$ cat src/rtl/fault_campaign_engine.sv
// fault_campaign_engine
//   Sequential fault-injection campaign controller for a WIDTH-bit adder under
//   test. For every fault code 0..NUM_FAULTS-1 it drives fault_sel, sweeps the
//   full {a,b,cin} input space, and compares the DUT response with an internal
//   golden adder. After each fault it emits one result record.
//
// Ports
//   clk, rst              rising-edge clock, synchronous active-high reset
//   start                 begin a campaign (sampled only while idle)
//   busy, done            campaign in progress / one-cycle completion pulse
//   vec_a, vec_b, vec_cin registered stimulus to the DUT
//   fault_sel             registered active fault code to the DUT
//   dut_sum, dut_cout     combinational DUT response to the current stimulus
//   res_valid, res_ready  result record handshake
//   res_fault             fault code of the record
//   res_detected          any mismatch seen for this fault
//   res_sum_det           some vector mismatched on the sum bits
//   res_carry_det         some vector mismatched on the carry-out
//   res_count             number of mismatching vectors
//   res_first_vec         index of the first mismatching vector (0 if none)
//   total_detected        number of detected faults in this campaign
module fault_campaign_engine #(
  parameter int WIDTH      = 4,
  parameter int NUM_FAULTS = 8,
  parameter int FSW        = 3,
  parameter int EARLY_EXIT = 0
) (
  input  logic                 clk,
  input  logic                 rst,
  input  logic                 start,
  output logic                 busy,
  output logic                 done,
  output logic [WIDTH-1:0]     vec_a,
  output logic [WIDTH-1:0]     vec_b,
  output logic                 vec_cin,
  output logic [FSW-1:0]       fault_sel,
  input  logic [WIDTH-1:0]     dut_sum,
  input  logic                 dut_cout,
  output logic                 res_valid,
  input  logic                 res_ready,
  output logic [FSW-1:0]       res_fault,
  output logic                 res_detected,
  output logic                 res_sum_det,
  output logic                 res_carry_det,
  output logic [2*WIDTH+1:0]   res_count,
  output logic [2*WIDTH:0]     res_first_vec,
  output logic [FSW:0]         total_detected
);

  localparam int VW = 2*WIDTH + 1;
  localparam int CW = 2*WIDTH + 2;
  localparam logic [VW-1:0]  VLAST = '1;
  localparam logic [FSW-1:0] FLAST = FSW'(NUM_FAULTS - 1);
  localparam bit             EE    = (EARLY_EXIT != 0);

  typedef enum logic [1:0] {S_IDLE, S_APPLY, S_REPORT, S_DONE} state_t;

  state_t          state;
  logic [VW-1:0]   vidx;
  logic [WIDTH:0]  gold;
  logic            sum_mis;
  logic            carry_mis;
  logic            mismatch;

  // The vector index register is the stimulus register; the DUT ports are
  // just its fields, so no separate copy can drift out of step.
  assign vec_cin = vidx[0];
  assign vec_b   = vidx[WIDTH:1];
  assign vec_a   = vidx[2*WIDTH:WIDTH+1];

  assign gold      = {1'b0, vec_a} + {1'b0, vec_b} + {{WIDTH{1'b0}}, vec_cin};
  assign sum_mis   = (dut_sum != gold[WIDTH-1:0]);
  assign carry_mis = (dut_cout != gold[WIDTH]);
  assign mismatch  = sum_mis | carry_mis;

  assign res_fault    = fault_sel;
  assign res_detected = (res_count != '0);

  always_ff @(posedge clk) begin
    if (rst) begin
      state          <= S_IDLE;
      busy           <= 1'b0;
      done           <= 1'b0;
      res_valid      <= 1'b0;
      vidx           <= '0;
      fault_sel      <= '0;
      res_count      <= '0;
      res_sum_det    <= 1'b0;
      res_carry_det  <= 1'b0;
      res_first_vec  <= '0;
      total_detected <= '0;
    end else begin
      case (state)
        S_IDLE: begin
          done <= 1'b0;
          if (start) begin
            state          <= S_APPLY;
            busy           <= 1'b1;
            vidx           <= '0;
            fault_sel      <= '0;
            res_count      <= '0;
            res_sum_det    <= 1'b0;
            res_carry_det  <= 1'b0;
            res_first_vec  <= '0;
            total_detected <= '0;
          end
        end

        S_APPLY: begin
          if (mismatch) begin
            res_count     <= res_count + CW'(1);
            res_sum_det   <= res_sum_det | sum_mis;
            res_carry_det <= res_carry_det | carry_mis;
            if (res_count == '0) res_first_vec <= vidx;
          end
          // The index stays on the last applied vector so the record is
          // presented alongside the stimulus that ended the sweep.
          if (vidx == VLAST || (EE && mismatch)) begin
            state     <= S_REPORT;
            res_valid <= 1'b1;
          end else begin
            vidx <= vidx + VW'(1);
          end
        end

        S_REPORT: begin
          if (res_ready) begin
            res_valid      <= 1'b0;
            total_detected <= total_detected + {{FSW{1'b0}}, res_detected};
            if (fault_sel == FLAST) begin
              state <= S_DONE;
              busy  <= 1'b0;
              done  <= 1'b1;
            end else begin
              state         <= S_APPLY;
              fault_sel     <= fault_sel + FSW'(1);
              vidx          <= '0;
              res_count     <= '0;
              res_sum_det   <= 1'b0;
              res_carry_det <= 1'b0;
              res_first_vec <= '0;
            end
          end
        end

        S_DONE: begin
          done  <= 1'b0;
          state <= S_IDLE;
        end

        default: state <= S_IDLE;
      endcase
    end
  end

endmodule
$ cat config.mk
export PLATFORM = sky130hd
export DESIGN_NAME = fault_campaign_engine
export DESIGN_NICKNAME = d
export VERILOG_FILES = /design/src/rtl/fault_campaign_engine.sv
export SDC_FILE = /design/constraint.sdc
export NUM_CORES = 1
export LEC_CHECK = 0
export BUFFER_PORTS_ARGS = -buffer_cell sky130_fd_sc_hd__buf_2
export CAP_MARGIN = 10
export CELL_PAD_IN_SITES_DETAIL_PLACEMENT = 0
export CELL_PAD_IN_SITES_GLOBAL_PLACEMENT = 1
export CORE_UTILIZATION = 28
export DETAILED_ROUTE_END_ITERATION = 8
export GPL_TIMING_DRIVEN = 0
export PLACE_DENSITY_LB_ADDON = 0.1
export SYNTH_ARGS = -nofsm -noshare
export SYNTH_HDL_FRONTEND = slang
export SYNTH_SLANG_ARGS = --single-unit
$ cat constraint.sdc
create_clock -name clk -period 4.5 [get_ports clk]
set_clock_uncertainty 0.05 [all_clocks]
set_input_delay 0.9 -clock clk [delete_from_list [all_inputs] [get_ports clk]]
set_output_delay 0.9 -clock clk [all_outputs]
set_load 0.1 [all_outputs]
After elaboration in Yosys (flattened, before gate mapping)
Cells that the tools add are included.

cells by class
  add/sub/neg operators = 6
  equality and inequality tests = 15
  multiplexer cells = 42
  bitwise logic cells = 3
  reduce and logical (&&, ||, !) cells = 17

operator list
  cell                   number
  $mux 9                 6
  $pmux 9 s3             2
  $mux 10                4
  $pmux 10 s3            1
  $ne 2x2->1 const B     8
  $mux 1                 12
  $reduce_and 3->1       4
  $add 10x1->10 const B  1
  $logic_not 10->1       1
  $reduce_and 5->1       2
  $reduce_bool 10->1     1
  $add 9x1->9 const B    1
  $eq 9x9->1 const B     1
  $mux 3                 3
  $mux 2                 4
  $mux 4                 2
  $pmux 2 s4             1
  $pmux 4 s2             1
  $reduce_and 4->1       2
  $pmux 1 s2             3
  $pmux 1 s3             2
  $pmux 3 s2             1
  $reduce_and 6->1       1
  $reduce_bool 2->1      3
  other kinds (13)       16

word-level totals
  bits in registers = 42
  output and inout bits = 44
  word-level logic and storage cells = 94

Depth between registers and ports, before layout
Gate-level depths: netlist (run 1).

  depth in word-level cells = 6
  depth in mapped cells = 10
  gate-level depth less buffers = 9

Worst setup path after synthesis (run 1)
No wires, ideal clock.

  path type = register to register
  start = register res_count[0]
  end = register total_detected[2]
  library setup time = 0.129 ns
  arrival time = 3.233 ns
  data required time = 4.321 ns
  setup slack = 1.088 ns
  cell stages (with the launch flop) = 9
  path buffers = 0
  clock period less this slack = 3.412 ns
  cells stage by stage = dfxtp_1 > inv_1 > ha_1 > nand4_1 > ha_1 > ha_1 > nor3b_1 > o21ai_0 > a21oi_1

on the way
  longest elaborated chain between the ends = 4

RTL lines
  element                 line  source
  start, declared         45    output logic [2*WIDTH+1:0] res_count,
  start signal, assigned  111   res_count <= res_count + CW'(1);
  $reduce_bool 10->1      77    assign res_detected = (res_count != '0);
  named net res_detected  42    output logic res_detected,
  $add 4x1->4             129   total_detected <= total_detected + {{FSW{1'b0}}, res_detected};
  $mux 4                  127   if (res_ready) begin
  $pmux 4 s2              93    case (state)
  end signal, assigned    129
  end, declared           47    output logic [FSW:0] total_detected

The timed path passes the listed nets, and every way through them passes these cells. The select of a mux whose other input is x is not followed.
A chain may end at the register's enable or synchronous reset.

Worst setup path after layout (run 1)
  start = register vidx[5]
  end = register res_count[1]

on the way
  longest elaborated chain between the ends = 6
  elaborated cells between the ends (all ways) = 7
  classes of those cells = add/sub (2); eq/ne (3); bitwise (1); reduce/logical (1)

RTL lines
  element                                   line    source
  start, declared                           59      logic [VW-1:0] vidx;
  start signal, assigned                    122     vidx <= vidx + VW'(1);
  $add 4x4->5 (*)                           71      assign gold = {1'b0, vec_a} + {1'b0, vec_b} + {{WIDTH{1'b0}}, vec_cin};
  $add 5x1->5 (*)                           71
  $ne 4x4->1 or $ne 1x1->1 (tied branches)  72, 73
  $or 1x1->1 (*)                            74      assign mismatch = sum_mis | carry_mis;
  $ne 2x2->1 (no source line) (*)           -
  $reduce_and 5->1 (no source line) (*)     -

Mark *: on every way between the ends. The rest lies on a longest branch, timed or not.

==> results of run 1 <==
## metal layers
layer | part of all wire (%) | routed length [um] | track usage (%)
met2 | 45 | 3372 | 24.16
met4 | 1.5 | 109 | 5.166
met3 | 3.4 | 256 | 2.734
met1 | 50 | 3683 | 22.20
met5 | 0 | 0 | 0
## worst min path at each step
stage / cells after the start / slack [ns] / end
floorplan: 2 / 0.40 / state[1]
global placement: 2 / 0.38 / res_carry_det
detailed placement: 2 / 0.39 / res_carry_det
CTS: 2 / 0.40 / res_carry_det
global route: 2 / 0.43 / res_carry_det
finish: 2 / 0.40 / res_carry_det
## power by group through the flow
| stage | combinational (mW) | clock (mW) | sequential [mW] |
|---|---|---|---|
| 6_report | 0.790 | 0.316 | 0.429 |
| 3_5_place_dp | 0.798 | 0 | 0.439 |
| 4_1_cts | 0.800 | 0.331 | 0.430 |
| 5_1_grt | 0.858 | 0.346 | 0.434 |
| 2_1_floorplan | 0.468 | 0 | 0.576 |
| 3_3_place_gp | 0.799 | 0 | 0.438 |
## worst register-to-register path: cells and delay by family, from the launching register on
kind / cells / cell delay (ns)
adders and majority gates: 2 / 0.91
buffers and inverters: 1 / 0.43
DFF: 1 / 0.39
xor gates and xnor gates: 2 / 0.38
AOI/OAI and AO/OA: 2 / 0.35
and+or+nand+nor: 1 / 0.28
## area by class of cell
| class | count | area (um2) | area share (%) |
|---|---|---|---|
| Multi-Input combinational cell | 228 | 1529 | 50.31 |
| Sequential cell | 42 | 840.8 | 27.67 |
| Timing Repair Buffer | 52 | 260.3 | 8.563 |
| Tap cell | 108 | 135.1 | 4.446 |
| Buffer | 18 | 100.1 | 3.294 |
| Clock buffer | 5 | 68.82 | 2.264 |
| Inverter | 16 | 60.06 | 1.976 |
| Clock inverter | 3 | 45.04 | 1.482 |
## logic make-up (layout without fill, tap and decap cells)
family,after synthesis,count (layout)
simple gates,120,120
compound gates,73,73
mux,9,9
buf+inv,34,94
fa+ha+maj,16,16
xor+xnor,10,10
flops,42,42
## cell usage after synthesis, types with 3 or more instances
cell type | number | area share (%)
nor2b_1 | 5 | 1.2
nand3_1 | 19 | 3.8
buf_2 | 5 | 0.99
o21ai_0 | 11 | 2.2
a21oi_1 | 19 | 3.8
buf_4 | 3 | 0.89
a32oi_1 | 4 | 1.4
o2111ai_1 | 9 | 3.1
nand2b_1 | 13 | 3.2
a2111oi_0 | 8 | 2.8
xor2_1 | 6 | 2.1
mux2i_1 | 9 | 3.6
a31oi_1 | 3 | 0.74
nand2_1 | 26 | 3.9
inv_1 | 15 | 2.2
xnor2_1 | 4 | 1.4
dfxtp_1 | 42 | 33
clkbuf_1 | 8 | 1.2
nand4_1 | 7 | 1.7
ha_1 | 14 | 6.9
nor3_1 | 10 | 2.0
or3_1 | 5 | 1.2
nor2_1 | 22 | 3.3
nor4_1 | 5 | 1.2
## state kept, by name, indices dropped and copies added (netlist names)
| signal | cells |
|---|---|
| res_count | 10 |
| res_first_vec | 9 |
| vidx | 9 |
| total_detected | 4 |
| fault_sel | 3 |
| state | 2 |
| busy | 1 |
| done | 1 |
| res_carry_det | 1 |
| res_sum_det | 1 |
| res_valid | 1 |
## cells in the final DEF, fill, tap and decap left out, types with 2 or more instances in the layout
cell        netlist  routed
a2111oi_0         8       8
a221oi_1          2       2
mux2i_1           9       9
fa_1              2       2
a221oi_2          2       2
ha_1             14      14
nor4_1            5       5
nand2b_1         13      13
and2_1            2       2
xor2_1            6       6
clkinvlp_4        0       2
xnor2_1           4       4
nor2b_1           5       5
buf_2             5      57
a32oi_1           4       4
a31oi_1           3       3
a211oi_1          2       2
nand2_1          26      26
or3_1             5       5
inv_1            15      15
o2111ai_1         9       9
clkbuf_8          0       5
nor2_1           22      22
o21ai_0          11      11
nor3_1           10      10
nand4_1           7       7
o211ai_1          2       2
nand3_1          19      19
a41oi_1           2       2
a21o_1            2       2
clkbuf_1          8       8
o21ai_1           2       2
buf_6             2       2
dfxtp_1          42      42
a21oi_1          19      19
buf_4             3       3
## stage by stage
stage | hold slack, ns | std cells
final | 0.3971 | 472
after floorplan | 0.3986 | 304
after detailed placement | 0.3867 | 464
after global placement | 0.3823 | 464
after CTS | 0.4008 | 472
after global routing | 0.4292 | 472
==> flow_metrics.tcl, run 1 <==
set metrics [dict create \
    cp_data_arrival_time_ns 3.03 \
    clkTransAtPathRegs_ns 0.09 \
    critPathLaunch "vidx[5]" \
    wirelength_mm 7.422 \
    areaGrowthSynthToFinish_pct 20.13 \
    fin_area_mm2 0.003039 \
    end_kind "register" \
    wl_per_cell_um 15.72 \
    p_clk_share_pct 20.6 \
    syn-num-nets 329 \
    die_area_mm2 0.009420 \
    switching_share_pct 50.48 \
    setup_ws_ns 1.627 \
    synth_warnings 0 \
    yosys.area_share.adder_pct 8.506 \
    grt_max_degree 15 \
    synth-seq-area-share_pct 33.23 \
    finalSetupViolations 0 \
    syn_area_per_cell_um2 8.322 \
    p_leak_nw 1.284 \
    die_w_um 97.06 \
    muxShareOfSynthArea_pct 3.561 \
    power_frac_seq_pct 28.0 \
    start_util_pct 29.01 \
    drc 0 \
    synth-seq-cells 42 \
    crit_cells 8 \
    critPathBufInv 1 \
    routabilityCongestion 0.7977 \
    crit_family "adder cells" \
    critPathMaxFanout 10 \
    p_int_mw 0.7606 \
    clock_latency_ns 0.31 \
    clk_path_buf_depth 2 \
    synthSimpleGateAreaFrac_pct 23.99 \
    firstDrtPassIters 4 \
    placed_area_mm2 0.002925 \
    p_per_area_mw_per_mm2 505.4 \
    ir_drop_uv 201.3 \
    max_freq_ghz 0.3481 \
    avgViaCountPerCell 5.144 \
    clockRootBuffer "clkbuf_8" \
    postCtsResizedCells 0 \
    cts_hold_buf 0 \
    cp_slowest_stage_delay_ns 0.49 \
    tns_ns 0 \
    synthCells 304 \
    antenna_found_initial 0 \
    gr-total-overflow 0 \
    dp_slack_ns 1.625 \
    rsz0062_at_grt "no" \
    finalNetCount 388 \
    period_minus_slack_ns 2.873 \
    dp_hpwl_mm 5.386 \
    rrSetupSlack_ns 1.63 \
    vias 2428 \
    start_kind "register" \
    utilization_pct 34.85 \
    p_total_mw 1.536 \
    core_area_mm2 0.008721 \
    r2r-end "res_count[1]" \
    die_h_um 97.06 \
    num_rows 34 \
    worst-endpoint-required_ns 4.66 \
    combPwrFrac_pct 51.4 \
    synth_top_family_by_area "simple AND/OR/NAND/NOR gates" \
    drive_above_1_share_pct 21.15 \
    diodes 0 \
    slew_headroom_pct 32.21 \
    cap_violations 0 \
    portBuffers 52 \
    cts_sinks 42 \
    ys_types 46 \
    fillerInstances 932 \
    crit_type "register to register" \
    grt_pass1_wl_mm 12.02 \
    status "finished, final reports clean" \
    h-tree-depth 2 \
    crit_chain "fa_1 > fa_1 > xor2_1 > xnor2_1 > and4b_1 > clkbuf_1 > a21oi_1 > o31ai_1" \
    io_pins 53 \
    ant_nets 0 \
    hold_violations 0 \
    fin_crit_sh_pct 63.84 \
    worstHoldStart "res_carry_det" \
    drt_iter0_drc 94 \
    numCtsBuffers 5 \
    synth-xor-area-share_pct 3.462 \
    synthArstFlopShare_pct 0 \
    cts_tree "yes" \
    crit_slowest_cell "fa_1" \
    power.switching_mw 0.7753 \
    grt_pass1_vias 2314 \
    cp-endpoint "res_count[1]" \
    tightestPinTransition_ns 1.009 \
    synthFlopType "dfxtp_1" \
    hp-class "register to register" \
    track_usage_pct 15.73 \
    cts_setup_buffers 0 \
    synth_edf_count 0 \
    netlist_area_mm2 0.002530 \
    ff2ff_path_depth 8 \
    r2r-start "vidx[5]" \
    synth_compound_area_share_pct 20.92 \
    crit_top_cell "fa_1" \
    slew_viol_final 0 \
]
No activity file was read; power rests on OpenSTA's default activity.
==> run 2, diff against run 1 <==
- ABC_AREA: unset -> 1
- clock period: 4.5 -> 3 ns (I/O delays scaled with it)
==> run 2 against run 1 <==
First-iteration DRC count down 8.5%. Non-clock buffer count down 5. Critical path type unchanged. Count of clock-buffer cells in the layout unchanged. Register-to-register slack worse by 1.2 ns. Flip-flop and latch count unchanged. Die area down 0.54%. Sequential share of layout area up 0.17 points. Synthesized cell count up 14%. Critical endpoint is now res_first_vec[8].
==> flow_metrics.tcl, run 2 <==
set metrics [dict create \
    tns_ns 0 \
    drive_above_1_share_pct 23.59 \
    cp_data_arrival_time_ns 2.72 \
    wl_per_cell_um 12.54 \
    cp_slowest_stage_delay_ns 0.51 \
    h-tree-depth 2 \
    largest-register "res_count" \
    clock_latency_ns 0.30 \
    p_per_area_mw_per_mm2 942.4 \
    synthFlopType "dfxtp_1" \
    numCtsBuffers 5 \
    max_freq_ghz 0.3897 \
    final_common_cell "nand2_1" \
    netlist_top_cells_area "dfxtp_1 33%, nand2_1 12%, ha_1 7.0%" \
    wirelength_mm 6.459 \
    ys_types 40 \
    p_leak_nw 1.477 \
    portBuffers 52 \
    multi_input_area_mm2 0.001431 \
    slew_headroom_pct 60.56 \
    crit_slowest_cell "fa_1" \
    ir_drop_uv 513.9 \
    fin_crit_sh_pct 85.54 \
    drc 0 \
    tightestPinTransition_ns 0.5917 \
    ant_nets 0 \
    utilization_pct 34.63 \
    clk_path_buf_depth 2 \
    worst-endpoint-required_ns 3.15 \
    cts_sinks 42 \
    synth_edf_count 0 \
    crit_type "register to register" \
    crit_chain "fa_1 > fa_1 > xnor2_1 > nand2_1 > nor2_1 > nand2_1 > nand2_4 > nand2_4 > buf_6 > a21oi_1 > nor2_1" \
    firstDrtPassIters 4 \
    status "finished, final reports clean" \
    end_kind "register" \
    finalSetupViolations 0 \
    mostFrequentLayoutCells "80 x nand2_1, 54 x buf_2, 42 x dfxtp_1" \
    track_usage_pct 14.63 \
    synthArstFlopShare_pct 0 \
    synth-seq-area-share_pct 33.42 \
    cts_hold_buf 0 \
    num_rows 34 \
    finalNetCount 431 \
    die_area_mm2 0.009369 \
    netlist_area_mm2 0.002516 \
    hp-class "register to register" \
    hold_violations 0 \
    clockRootBuffer "clkbuf_8" \
    yosysMostFrequentCell "nand2_1" \
    cts_tree "yes" \
    die_h_um 96.80 \
    rsz0062_at_grt "no" \
    largest_reg_flops 10 \
    whs_ns 0.4109 \
    synthTopCellsByCount "80 x nand2_1, 42 x dfxtp_1, 41 x nor2_1" \
    antenna_found_initial 0 \
    io_pins 53 \
    ff2ff_path_depth 11 \
    regArea_um2 840.8 \
    dp_hpwl_mm 4.937 \
    cap_violations 0 \
    synth-seq-cells 42 \
    avgViaCountPerCell 4.470 \
    postCtsResizedCells 0 \
    routabilityCongestion 0.7687 \
    grt_pass1_wl_mm 11.12 \
    cts_setup_buffers 0 \
    gr-total-overflow 0 \
    fin_area_mm2 0.003020 \
    critPathMaxFanout 10 \
    placed_area_mm2 0.002912 \
    areaGrowthSynthToFinish_pct 20.04 \
    synth_top_area_share_pct 33.42 \
    clkTransAtPathRegs_ns 0.09 \
    vias 2302 \
    diodes 0 \
    syn_area_per_cell_um2 7.251 \
    start_kind "register" \
    largestRegisters "res_count x10, res_first_vec x9, vidx x9" \
    die_w_um 96.80 \
    grt_max_degree 14 \
    period_minus_slack_ns 2.566 \
    slew_viol_final 0 \
    drt_iter0_drc 86 \
    min_path_cells 2 \
    synthCells 347 \
    start_util_pct 28.85 \
    fillerInstances 953 \
    synth_warnings 0 \
    syn-num-nets 372 \
    synth_top_cell_by_area "dfxtp_1" \
    grt_pass1_vias 2221 \
    core_area_mm2 0.008721 \
]
[run 2: cell count changes after synthesis, moves of 12 or more]
cell / before / now
inv_1: 15 / 35
nand2_1: 26 / 80
nand2b_1: 13 / 0
nand3_1: 19 / 31
nor2_1: 22 / 41
[run 2: per-stage QoR]
| stage | power, mW | cells | setup slack [ns] |
|---|---|---|---|
| 3_3_place_gp | 2.434 | 507 | 0.4202 |
| 2_1_floorplan | 2.110 | 347 | 0.1266 |
| 3_5_place_dp | 2.430 | 507 | 0.4127 |
| 4_1_cts | 2.895 | 515 | 0.3990 |
| 6_report | 2.846 | 515 | 0.4338 |
| 5_1_grt | 3.054 | 515 | 0.2602 |
[run 2: area by class of cell]
| type | instances | area share (%) |
|---|---|---|
| Buffer | 13 | 3.190 |
| Clock buffer | 5 | 2.278 |
| Clock inverter | 3 | 1.326 |
| Inverter | 39 | 4.888 |
| Multi-Input combinational cell | 253 | 47.39 |
| Sequential cell | 42 | 27.84 |
| Tap cell | 108 | 4.474 |
| Timing Repair Buffer | 52 | 8.616 |
[run 2: worst paths after layout]
kind	from	end	slack, ns
worst max-delay path	vidx[5]	res_first_vec[8]	0.43
worst min-delay path	busy	busy	0.41
worst max register to register	vidx[5]	res_first_vec[8]	0.43
worst min register to register	busy	busy	0.41
[run 2: cell families after synthesis]
logic type      Yosys count  share of synthesized area (%)
buf+inv                  52                          9.697
xor+xnor                 10                          3.481
compound gates           39                          9.051
flops                    42                          33.42
simple gates            188                          35.80
fa+ha+maj                16                          8.553
[run 2: critical path, delay by kind of cell, from the launching register on]
family	cells	cell delay, ns
DFF	1	0.39
xor gates and xnor gates	1	0.11
AOI/OAI and AO/OA	1	0.13
and+or+nand+nor	6	0.64
adders and majority gates	2	0.99
buffers and inverters	1	0.15
[run 2: where the power goes]
group	leakage (nW)	switching [mW]	internal, mW	total, mW
clock	0.0579	0.210	0.245	0.456
sequential	0.341	0.0620	0.637	0.699
combinational	1.08	1.28	0.411	1.69
total	1.48	1.55	1.29	2.85
[run 2: routing by layer]
layer	global-route usage [%]	vias to the layer above	part of all wire, %
met5	0	-	0
met4	4.133	0	1.0
met3	2.962	7	4.1
met2	23.51	50	44
met1	19.82	1010	51
li1	-	1235	-
